## config.mk

```make
export PLATFORM = sky130hd
export DESIGN_NAME = spike_packet_receiver
export DESIGN_NICKNAME = d
export VERILOG_FILES = /design/src/rtl/spike_pkt_pkg.sv /design/src/rtl/spike_rx_fifo.sv /design/src/rtl/spike_packet_receiver.sv
export SDC_FILE = /design/constraint.sdc
export NUM_CORES = 1
export LEC_CHECK = 0
export CORE_MARGIN = 10
export CORE_UTILIZATION = 40
export DETAILED_ROUTE_END_ITERATION = 10
export PLACE_DENSITY = 0.71
export REMOVE_ABC_BUFFERS = 1
export SYNTH_ARGS = -nofsm -noshare
export SYNTH_HDL_FRONTEND = slang
export SYNTH_SLANG_ARGS = --single-unit
```

## constraint.sdc

```tcl
create_clock -name clk -period 2.5 [get_ports clk]
set_clock_uncertainty 0.2 [all_clocks]
set_input_delay 0.25 -clock clk [delete_from_list [all_inputs] [get_ports clk]]
set_output_delay 0.25 -clock clk [all_outputs]
set_load 0.03 [all_outputs]
```

## src/rtl/spike_pkt_pkg.sv

```systemverilog
// Shared definitions for the spike packet receive path: packet field layout,
// decode FSM states and the saturating counter helper.
package spike_pkt_pkg;

  localparam int PKT_W   = 32;
  localparam int AXON_W  = 16;
  localparam int COORD_W = 4;

  // Packet field positions (bit 31 is the MSB of the packet)
  localparam int DEST_X_MSB     = 31;
  localparam int DEST_X_LSB     = 28;
  localparam int DEST_Y_MSB     = 27;
  localparam int DEST_Y_LSB     = 24;
  localparam int SRC_X_MSB      = 23;
  localparam int SRC_X_LSB      = 20;
  localparam int SRC_Y_MSB      = 19;
  localparam int SRC_Y_LSB      = 16;
  localparam int SRC_NEURON_MSB = 15;
  localparam int SRC_NEURON_LSB = 8;
  localparam int RSVD_MSB       = 7;
  localparam int RSVD_LSB       = 0;

  // The axon index is the contiguous source identity {src_x, src_y, src_neuron}
  localparam int AXON_MSB = SRC_X_MSB;
  localparam int AXON_LSB = SRC_NEURON_LSB;

  typedef enum logic [1:0] {
    IDLE,
    CHECK,
    DELIVER
  } rx_state_e;

  // Increment a counter of the given width, sticking at all-ones instead of wrapping
  function automatic logic [31:0] sat_inc(input logic [31:0] value, input int unsigned width);
    logic [31:0] maxVal;
    if (width >= 32) begin
      maxVal = '1;
    end else begin
      maxVal = (32'd1 << width) - 32'd1;
    end
    if (value >= maxVal) begin
      return maxVal;
    end
    return value + 32'd1;
  endfunction

endpackage

```

## src/rtl/spike_rx_fifo.sv

```systemverilog
// Small receive FIFO for spike packets. Full is a registered flag derived from
// the next occupancy so that a pop never reaches pkt_full combinationally; a
// push offered while full is refused even if a pop happens in the same cycle.
module spike_rx_fifo #(
  parameter int DEPTH = 4,
  parameter int WIDTH = 32
) (
  input  logic                     clk,
  input  logic                     reset,
  input  logic                     push_i,
  input  logic [WIDTH-1:0]         push_data_i,
  input  logic                     pop_i,
  output logic [WIDTH-1:0]         pop_data_o,
  output logic                     full_o,
  output logic                     empty_o,
  output logic [$clog2(DEPTH):0]   level_o
);

  localparam int AW    = $clog2(DEPTH);
  localparam int LVL_W = AW + 1;

  logic [WIDTH-1:0] mem_q [DEPTH];
  logic [AW-1:0]    wr_ptr_q;
  logic [AW-1:0]    rd_ptr_q;
  logic [LVL_W-1:0] level_q;
  logic [LVL_W-1:0] level_d;
  logic             full_q;
  logic             pushOk;
  logic             popOk;

  // Qualify requests against the current flags and work out the next occupancy
  always_comb begin
    pushOk  = push_i && !full_q;
    popOk   = pop_i && (level_q != '0);
    level_d = level_q;
    if (pushOk && !popOk) begin
      level_d = level_q + 1'b1;
    end else if (!pushOk && popOk) begin
      level_d = level_q - 1'b1;
    end
  end

  // Packet storage; contents need no reset because occupancy guards every read
  always_ff @(posedge clk) begin
    if (pushOk) begin
      mem_q[wr_ptr_q] <= push_data_i;
    end
  end

  // Pointers (wrapping naturally at the power-of-two depth), level and full flag
  always_ff @(posedge clk) begin
    if (reset) begin
      wr_ptr_q <= '0;
      rd_ptr_q <= '0;
      level_q  <= '0;
      full_q   <= 1'b0;
    end else begin
      if (pushOk) begin
        wr_ptr_q <= wr_ptr_q + 1'b1;
      end
      if (popOk) begin
        rd_ptr_q <= rd_ptr_q + 1'b1;
      end
      level_q <= level_d;
      full_q  <= (level_d == LVL_W'(DEPTH));
    end
  end

  assign pop_data_o = mem_q[rd_ptr_q];
  assign full_o     = full_q;
  assign empty_o    = (level_q == '0);
  assign level_o    = level_q;

endmodule

```

## src/rtl/spike_packet_receiver.sv

```systemverilog
// Receive endpoint of the neuron/router local port. Packets are buffered in a
// small FIFO, one at a time moved into a hold register, checked against this
// tile's address and delivered to the neuron core as an axon index.
module spike_packet_receiver
  import spike_pkt_pkg::*;
#(
  parameter int DEPTH = 4,
  parameter int CNT_W = 16
) (
  input  logic                     clk,
  input  logic                     reset,
  input  logic [COORD_W-1:0]       local_x,
  input  logic [COORD_W-1:0]       local_y,
  input  logic [PKT_W-1:0]         pkt_in,
  input  logic                     pkt_write,
  output logic                     pkt_full,
  output logic                     spike_valid,
  output logic [AXON_W-1:0]        spike_axon,
  input  logic                     spike_ready,
  output logic [$clog2(DEPTH):0]   fifo_level,
  output logic [CNT_W-1:0]         overflow_cnt,
  output logic [CNT_W-1:0]         misroute_cnt
);

  rx_state_e         state_q;
  logic [PKT_W-1:0]  hold_q;
  logic              spike_valid_q;
  logic [AXON_W-1:0] spike_axon_q;
  logic [CNT_W-1:0]  overflow_cnt_q;
  logic [CNT_W-1:0]  overflow_cnt_d;
  logic [CNT_W-1:0]  misroute_cnt_q;
  logic [CNT_W-1:0]  misroute_cnt_d;

  logic [PKT_W-1:0]  fifoHead;
  logic              fifoFull;
  logic              fifoEmpty;
  logic              fifoPop;
  logic              destMatch;
  logic              misrouteEvent;
  logic              overflowEvent;
  logic              unusedReserved;

  spike_rx_fifo #(
    .DEPTH (DEPTH),
    .WIDTH (PKT_W)
  ) u_fifo (
    .clk         (clk),
    .reset       (reset),
    .push_i      (pkt_write),
    .push_data_i (pkt_in),
    .pop_i       (fifoPop),
    .pop_data_o  (fifoHead),
    .full_o      (fifoFull),
    .empty_o     (fifoEmpty),
    .level_o     (fifo_level)
  );

  // The reserved byte travels with the packet but carries no meaning here
  assign unusedReserved = ^hold_q[RSVD_MSB:RSVD_LSB];

  // Decode-side qualifiers: when to pull the head, and whether the held packet is ours
  always_comb begin
    fifoPop       = (state_q == IDLE) && !fifoEmpty;
    destMatch     = (hold_q[DEST_X_MSB:DEST_X_LSB] == local_x) &&
                    (hold_q[DEST_Y_MSB:DEST_Y_LSB] == local_y);
    misrouteEvent = (state_q == CHECK) && !destMatch;
    overflowEvent = pkt_write && fifoFull;
  end

  // One packet in flight: pop into the hold register, check it, then present it until accepted
  always_ff @(posedge clk) begin
    if (reset) begin
      state_q       <= IDLE;
      hold_q        <= '0;
      spike_valid_q <= 1'b0;
      spike_axon_q  <= '0;
    end else begin
      case (state_q)
        IDLE: begin
          if (!fifoEmpty) begin
            hold_q  <= fifoHead;
            state_q <= CHECK;
          end
        end
        CHECK: begin
          if (destMatch) begin
            spike_axon_q  <= hold_q[AXON_MSB:AXON_LSB];
            spike_valid_q <= 1'b1;
            state_q       <= DELIVER;
          end else begin
            state_q <= IDLE;
          end
        end
        DELIVER: begin
          if (spike_ready) begin
            spike_valid_q <= 1'b0;
            state_q       <= IDLE;
          end
        end
        default: begin
          spike_valid_q <= 1'b0;
          state_q       <= IDLE;
        end
      endcase
    end
  end

  // Saturating event counters; both may step in the same cycle
  always_comb begin
    overflow_cnt_d = overflow_cnt_q;
    misroute_cnt_d = misroute_cnt_q;
    if (overflowEvent) begin
      overflow_cnt_d = CNT_W'(sat_inc(32'(overflow_cnt_q), CNT_W));
    end
    if (misrouteEvent) begin
      misroute_cnt_d = CNT_W'(sat_inc(32'(misroute_cnt_q), CNT_W));
    end
  end

  // Counter registers
  always_ff @(posedge clk) begin
    if (reset) begin
      overflow_cnt_q <= '0;
      misroute_cnt_q <= '0;
    end else begin
      overflow_cnt_q <= overflow_cnt_d;
      misroute_cnt_q <= misroute_cnt_d;
    end
  end

  assign pkt_full     = fifoFull;
  assign spike_valid  = spike_valid_q;
  assign spike_axon   = spike_axon_q;
  assign overflow_cnt = overflow_cnt_q;
  assign misroute_cnt = misroute_cnt_q;

endmodule

```

# Word-level counts from Yosys, hierarchy flattened
# Memories as Yosys holds them, arrays and structs flattened. A register that Yosys moved wholly into a read port is not among the register bits.
# Cells that the tools add are included.
# W data, S select, Z words.
[totals]
n_memories = 1
input_bits = 44
regBits = 59
ramBits = 128
out_inout_bits = 53
wordCells = 69
[memory_table]
columns = ["memory", "words", "word_bits", "rd", "rd_clocked_by_memory_dff", "wr", "line", "rtl"]
rows = [
  ["u_fifo.mem_q", 4, 32, 1, 1, 1, "spike_rx_fifo.sv:22", "logic [WIDTH-1:0] mem_q [DEPTH];"],
]
[classes]
n_mux = 21
n_reduce_logical = 20
n_eq_ne = 8
addsub = 6
order_cmp = 2
bitwise_logic = 2
[op_table]
columns = ["cell", "count"]
rows = [
  ["$ge A16 B32 Y1", 2],
  ["$mux W16", 4],
  ["$mux W32", 2],
  ["$add A16 B1 Y16 const B", 2],
  ["$eq A4 B4 Y1", 2],
  ["$logic_and A1 B1 Y1", 8],
  ["$mux W1", 8],
  ["$mux W2", 3],
  ["$mux W3", 2],
  ["$ne A2 B2 Y1 const B", 3],
  ["$pmux W2 S3", 1],
  ["$reduce_and A2 Y1", 3],
  ["$logic_not A1 Y1", 5],
  ["$add A2 B1 Y2 const B", 2],
  ["$add A3 B1 Y3 const B", 1],
  ["$eq A3 B3 Y1 const B", 1],
  ["$logic_not A3 Y1", 1],
  ["$pmux W1 S3", 1],
  ["$reduce_and A3 Y1", 1],
  ["$reduce_bool A3 Y1", 1],
  ["$sub A3 B1 Y3 const B", 1],
  ["$eq A2 B1 Y1 const B", 1],
  ["$eq A2 B2 Y1 const B", 1],
  ["$logic_not A2 Y1", 1],
  ["$not A1 Y1", 2],
]

# Depth between registers and ports, before layout
[depth]
ltp_word = 9
ltp_mapped = 8

# Hierarchy
# Synthesis repeated with hierarchy kept, for this count alone.
[hier_totals]
hier_cells = 606
hier_area_um2 = 8414.3
[by_module_without_submodules]
columns = ["mod", "seq_area_each_um2", "area_per_inst_um2", "cells_each", "instances"]
rows = [
  ["spike_rx_fifo", 4043.9, 5188.7, 224, 1],
  ["spike_packet_receiver", 1501.4, 3225.6, 382, 1],
]

# Least setup slack after synthesis
# Ideal clock, no wire load.
[synth_path]
path_kind = "flip-flop to flip-flop"
start = "register u_fifo.full_q, in the netlist u_fifo.full_o"
end = "memory u_fifo.mem_q[0][10] (enable)"
arrival_time_ns = 1.485
t_required_ns = 1.917
stages_incl_launch_ff = 4
slack_ns = 0.432
path_buffers = 1
period_less_slack_ns = 2.068
cell_sequence = "dfxtp_1 -> nor2b_1 -> clkbuf_1 -> and2_1"
[synth_between]
elab_chain_len = 4
[synth_lines]
columns = ["item", "line", "rtl"]
rows = [
  ["start, declared", "spike_rx_fifo.sv:27", "logic full_q;"],
  ["start signal, assigned", "spike_rx_fifo.sv:65", "full_q <= (level_d == LVL_W'(DEPTH));"],
  ["$logic_not A1 Y1", "spike_rx_fifo.sv:33", "pushOk = push_i && !full_q;"],
  ["$logic_and A1 B1 Y1", "spike_rx_fifo.sv:33", ""],
  ["$mux W1", "spike_rx_fifo.sv:45", "if (pushOk) begin"],
  ["$mux W1 (not written as such)", "spike_rx_fifo.sv:46", "mem_q[wr_ptr_q] <= push_data_i;"],
  ["end, declared", "spike_rx_fifo.sv:22", ""],
]
# Every way passes these cells.

# Worst setup path in the final report
[layout_path]
start = "register hold_q[26], read port of u_fifo.mem_q"
end = "register misroute_cnt_q[11], in the netlist misroute_cnt[11]"
[layout_between]
elab_chain_len = 4
[layout_lines]
columns = ["item", "line", "rtl"]
rows = [
  ["start, declared", "spike_packet_receiver.sv:26", "logic [PKT_W-1:0] hold_q;"],
  ["$eq A4 B4 Y1", "spike_packet_receiver.sv:65", "(hold_q[DEST_Y_MSB:DEST_Y_LSB] == local_y);"],
  ["$logic_and A1 B1 Y1", "spike_packet_receiver.sv:64", "destMatch = (hold_q[DEST_X_MSB:DEST_X_LSB] == local_x) &&"],
  ["$logic_not A1 Y1", "spike_packet_receiver.sv:66", "misrouteEvent = (state_q == CHECK) && !destMatch;"],
  ["$logic_and A1 B1 Y1", "spike_packet_receiver.sv:66", ""],
  ["end signal, assigned", "spike_packet_receiver.sv:127", "misroute_cnt_q <= misroute_cnt_d;"],
  ["end, declared", "spike_packet_receiver.sv:31", "logic [CNT_W-1:0] misroute_cnt_q;"],
]
# Every way passes these cells.
# A chain may end at the register's enable or synchronous reset.

==> results.json <==
{
  "run_status": "finished clean",
  "place.gp.congestion": 0.766,
  "syn_area_per_cell_um2": 13.0,
  "drt.antenna.violating_nets": 0,
  "die_h_um": 154,
  "cp_data_arrival_time_ns": 2.40,
  "max-vdd-ir-drop_mv": 0.591,
  "post-route-util_pct": 51.5,
  "slew_violations": 0,
  "timing.rr.start": "hold_q[26]",
  "p_leak_nw": 3.15,
  "rsz0062_at_grt": "false",
  "globalRouteTotalUtil_pct": 13.3,
  "crit_fanout": 23,
  "cts_tree": "built",
  "grt_pass1_wl_um": 25200,
  "crit_slowest_cell": "a21oi_2",
  "clk_pin_slew_ns": 0.07,
  "synth_edf_count": 96,
  "setup_violations": 0,
  "synth-xor-area-share_pct": 2.69,
  "slew_headroom_pct": 39.1,
  "area_growth_pct": 24.9,
  "r2r-end": "misroute_cnt[11]",
  "ys_types": 46,
  "whs_path_depth": 2,
  "first_global_vias": 4796,
  "grt_max_degree": 41,
  "start_util_pct": 41.2,
  "fin_crit_ns": 2.30,
  "antenna_found_initial": 0,
  "synth_fa_ha_area_share_pct": 1.57,
  "fmax_ghz": 0.435,
  "hold_end": "overflow_cnt[12]",
  "clock_path_buffers": 2,
  "synth_compound_area_share_pct": 7.41,
  "slowest_delay_ns": 0.73,
  "reg2reg_slack_ns": 0.20,
  "clk_latency_ns": 0.44,
  "syn_inst": 551,
  "postCtsSetupBuffers": 0,
  "synth_flop_cell": "edfxtp_1",
  "ys_seq_elements": 179,
  "totalWireLength_um": 15600,
  "worst-path-buf-inv": 0,
  "period_share_pct": 92.0,
  "path_cells": "xor2_1 -> nor4_2 -> a21oi_2 -> nor3b_2 -> a211oi_1",
  "drt-pass1-iter-count": 4,
  "path_class": "register to register",
  "via_per_inst": 5.31,
  "die_w_um": 154,
  "overflow": 0,
  "cts_root_buffer": "clkbuf_16",
  "worst_pin_slew_ns": 0.914,
  "r2r_cells": 5,
  "first_iter_violations": 260,
  "cp-start-kind": "register",
  "port_buffers": 88,
  "ys_warn_count": 0,
  "remaining_drc_errors": 0,
  "dpl_cell_area_um2": 8360,
  "synth_top_family_by_area": "simple AND/OR/NAND/NOR gates",
  "synth-seq-area-share_pct": 63.3,
  "cts_buffers": 17,
  "diodes": 0,
  "crit_required_ns": 2.60,
  "io_pins": 97,
  "drive_gt1_share_pct": 13.0,
  "dp_hpwl_um": 10400,
  "cts.htree.levels": 4,
  "hp-class": "input pin to register",
  "synthSimpleGateAreaFrac_pct": 12.4,
  "fin_nets": 696,
  "hold_viol": 0,
  "worstHoldStart": "reset",
  "core-area_um2": 17400,
  "synth.area.mux_share_pct": 9.90,
  "maxCapViolations": 0,
  "final_area_um2": 8960,
  "ctsResizeCount": 0,
  "rows": 48,
  "path_delay_family": "compound AO/OA/AOI/OAI gates",
  "clock-sinks": 179,
  "endpoint_kind": "register",
  "synthArstFlopShare_pct": 0,
  "num_vias": 4681,
  "power_density_nw_per_um2": 949,
  "postCtsHoldBufs": 0,
  "avgRoutedWirePerCell_um": 17.7,
  "netlist_area_um2": 7180,
  "dieArea_um2": 23700
}
-- placed cells by master (no fill, tap or decap), types with 9 or more instances in the layout --
| cell type | synthesis | final |
|---|---|---|
| buf_4 | 3 | 10 |
| ha_1 | 9 | 9 |
| nor2_1 | 37 | 37 |
| mux4_2 | 24 | 24 |
| xor2_1 | 15 | 15 |
| nand2_1 | 68 | 68 |
| edfxtp_1 | 96 | 96 |
| mux2i_1 | 17 | 17 |
| clkdlybuf4s50_1 | 0 | 87 |
| a211oi_1 | 13 | 13 |
| nand3_1 | 12 | 12 |
| and3_1 | 9 | 9 |
| a21oi_1 | 46 | 46 |
| dfxtp_1 | 83 | 82 |
| and2_1 | 10 | 10 |
| clkbuf_16 | 0 | 17 |
-- power by group --
group	leakage, nW	internal (mW)	switching [mW]
logic	1.30	0.877	1.11
registers	1.56	3.52	0.253
clock network	0.293	1.59	1.15
total	3.15	5.99	2.52
-- through the flow --
step	instances	setup TNS, ns	hold slack [ns]	power, mW	setup slack [ns]
floorplan	520	-0.0397	0.119	5.06	-0.0397
global placement	849	-0.427	0.245	5.79	-0.109
detailed placement	849	-1.41	0.249	5.86	-0.201
CTS	881	0	0.0465	8.62	0.207
global route	881	0	0.0587	8.98	0.0161
finish	881	0	0.0648	8.51	0.200
-- how the worst max path moves through the flow --
| stage | startpoint | endpoint | cells past startpoint |
|---|---|---|---|
| after global routing | hold_q[26] | misroute_cnt[9] | 5 |
| after floorplan | u_fifo.level_o[0] | u_fifo.full_o | 7 |
| after detailed placement | local_y[2] | misroute_cnt[9] | 6 |
| final | hold_q[26] | misroute_cnt[11] | 5 |
| after CTS | hold_q[26] | misroute_cnt[9] | 5 |
| after global placement | local_y[2] | misroute_cnt[9] | 6 |
-- area by class of cell --
| class | instances | area [um^2] |
|---|---|---|
| sequential | 179 | 4550 |
| clock buffer | 19 | 433 |
| timing repair buffer | 104 | 1070 |
| multi-input combinational | 335 | 2440 |
| clock inverter | 13 | 170 |
| fill | 1499 | 8450 |
| inverter | 6 | 22.5 |
| tap | 225 | 282 |
-- synth_stat cells, types with 8 or more instances --
master	number	area share, %
edfxtp_1	96	40
dfxtp_1	83	23
nand2_1	68	3.6
a21oi_1	46	3.2
nor2_1	37	1.9
mux4_2	24	7.5
mux2i_1	17	2.4
clkbuf_1	16	0.84
xor2_1	15	1.8
a211oi_1	13	1.4
nand3_1	12	0.84
and2_1	10	0.87
and3_1	9	0.78
ha_1	9	1.6
a31oi_1	8	0.70
buf_2	8	0.56
-- sequential cells by signal, indices dropped and copies added (netlist names) --
| signal | cells |
|---|---|
| u_fifo.mem_q | 96 |
| misroute_cnt | 16 |
| hold_q | 24 |
| u_fifo.full_o | 1 |
| spike_axon | 16 |
| spike_valid | 1 |
| u_fifo.level_o | 3 |
| u_fifo.wr_ptr_q | 2 |
| u_fifo.rd_ptr_q | 2 |
| overflow_cnt | 16 |
| state_q | 2 |
-- logic make-up after synthesis --
family	Yosys count
AOI/OAI and AO/OA	89
xor gates and xnor gates	22
and+or+nand+nor	174
muxes	41
DFF	179
adders and majority gates	9
buffers and inverters	37
-- worst reg2reg max path: cells and delay by family (launching register included) --
kind / cells / cell delay [ns]
compound gates: 2 / 0.86
xor+xnor: 1 / 0.20
flops: 1 / 0.36
simple gates: 2 / 0.54
-- metal layers --
layer	part of all wire, %	routed length [um]	global-route usage [%]	vias up
li1	-	-	-	2227
met3	6.6	1030	5.13	17
met4	1.6	257	5.08	0
met2	49	7690	21.9	129
met5	0	0	0	-
met1	42	6620	15.3	2308
Power figures use the tool's default switching activity.
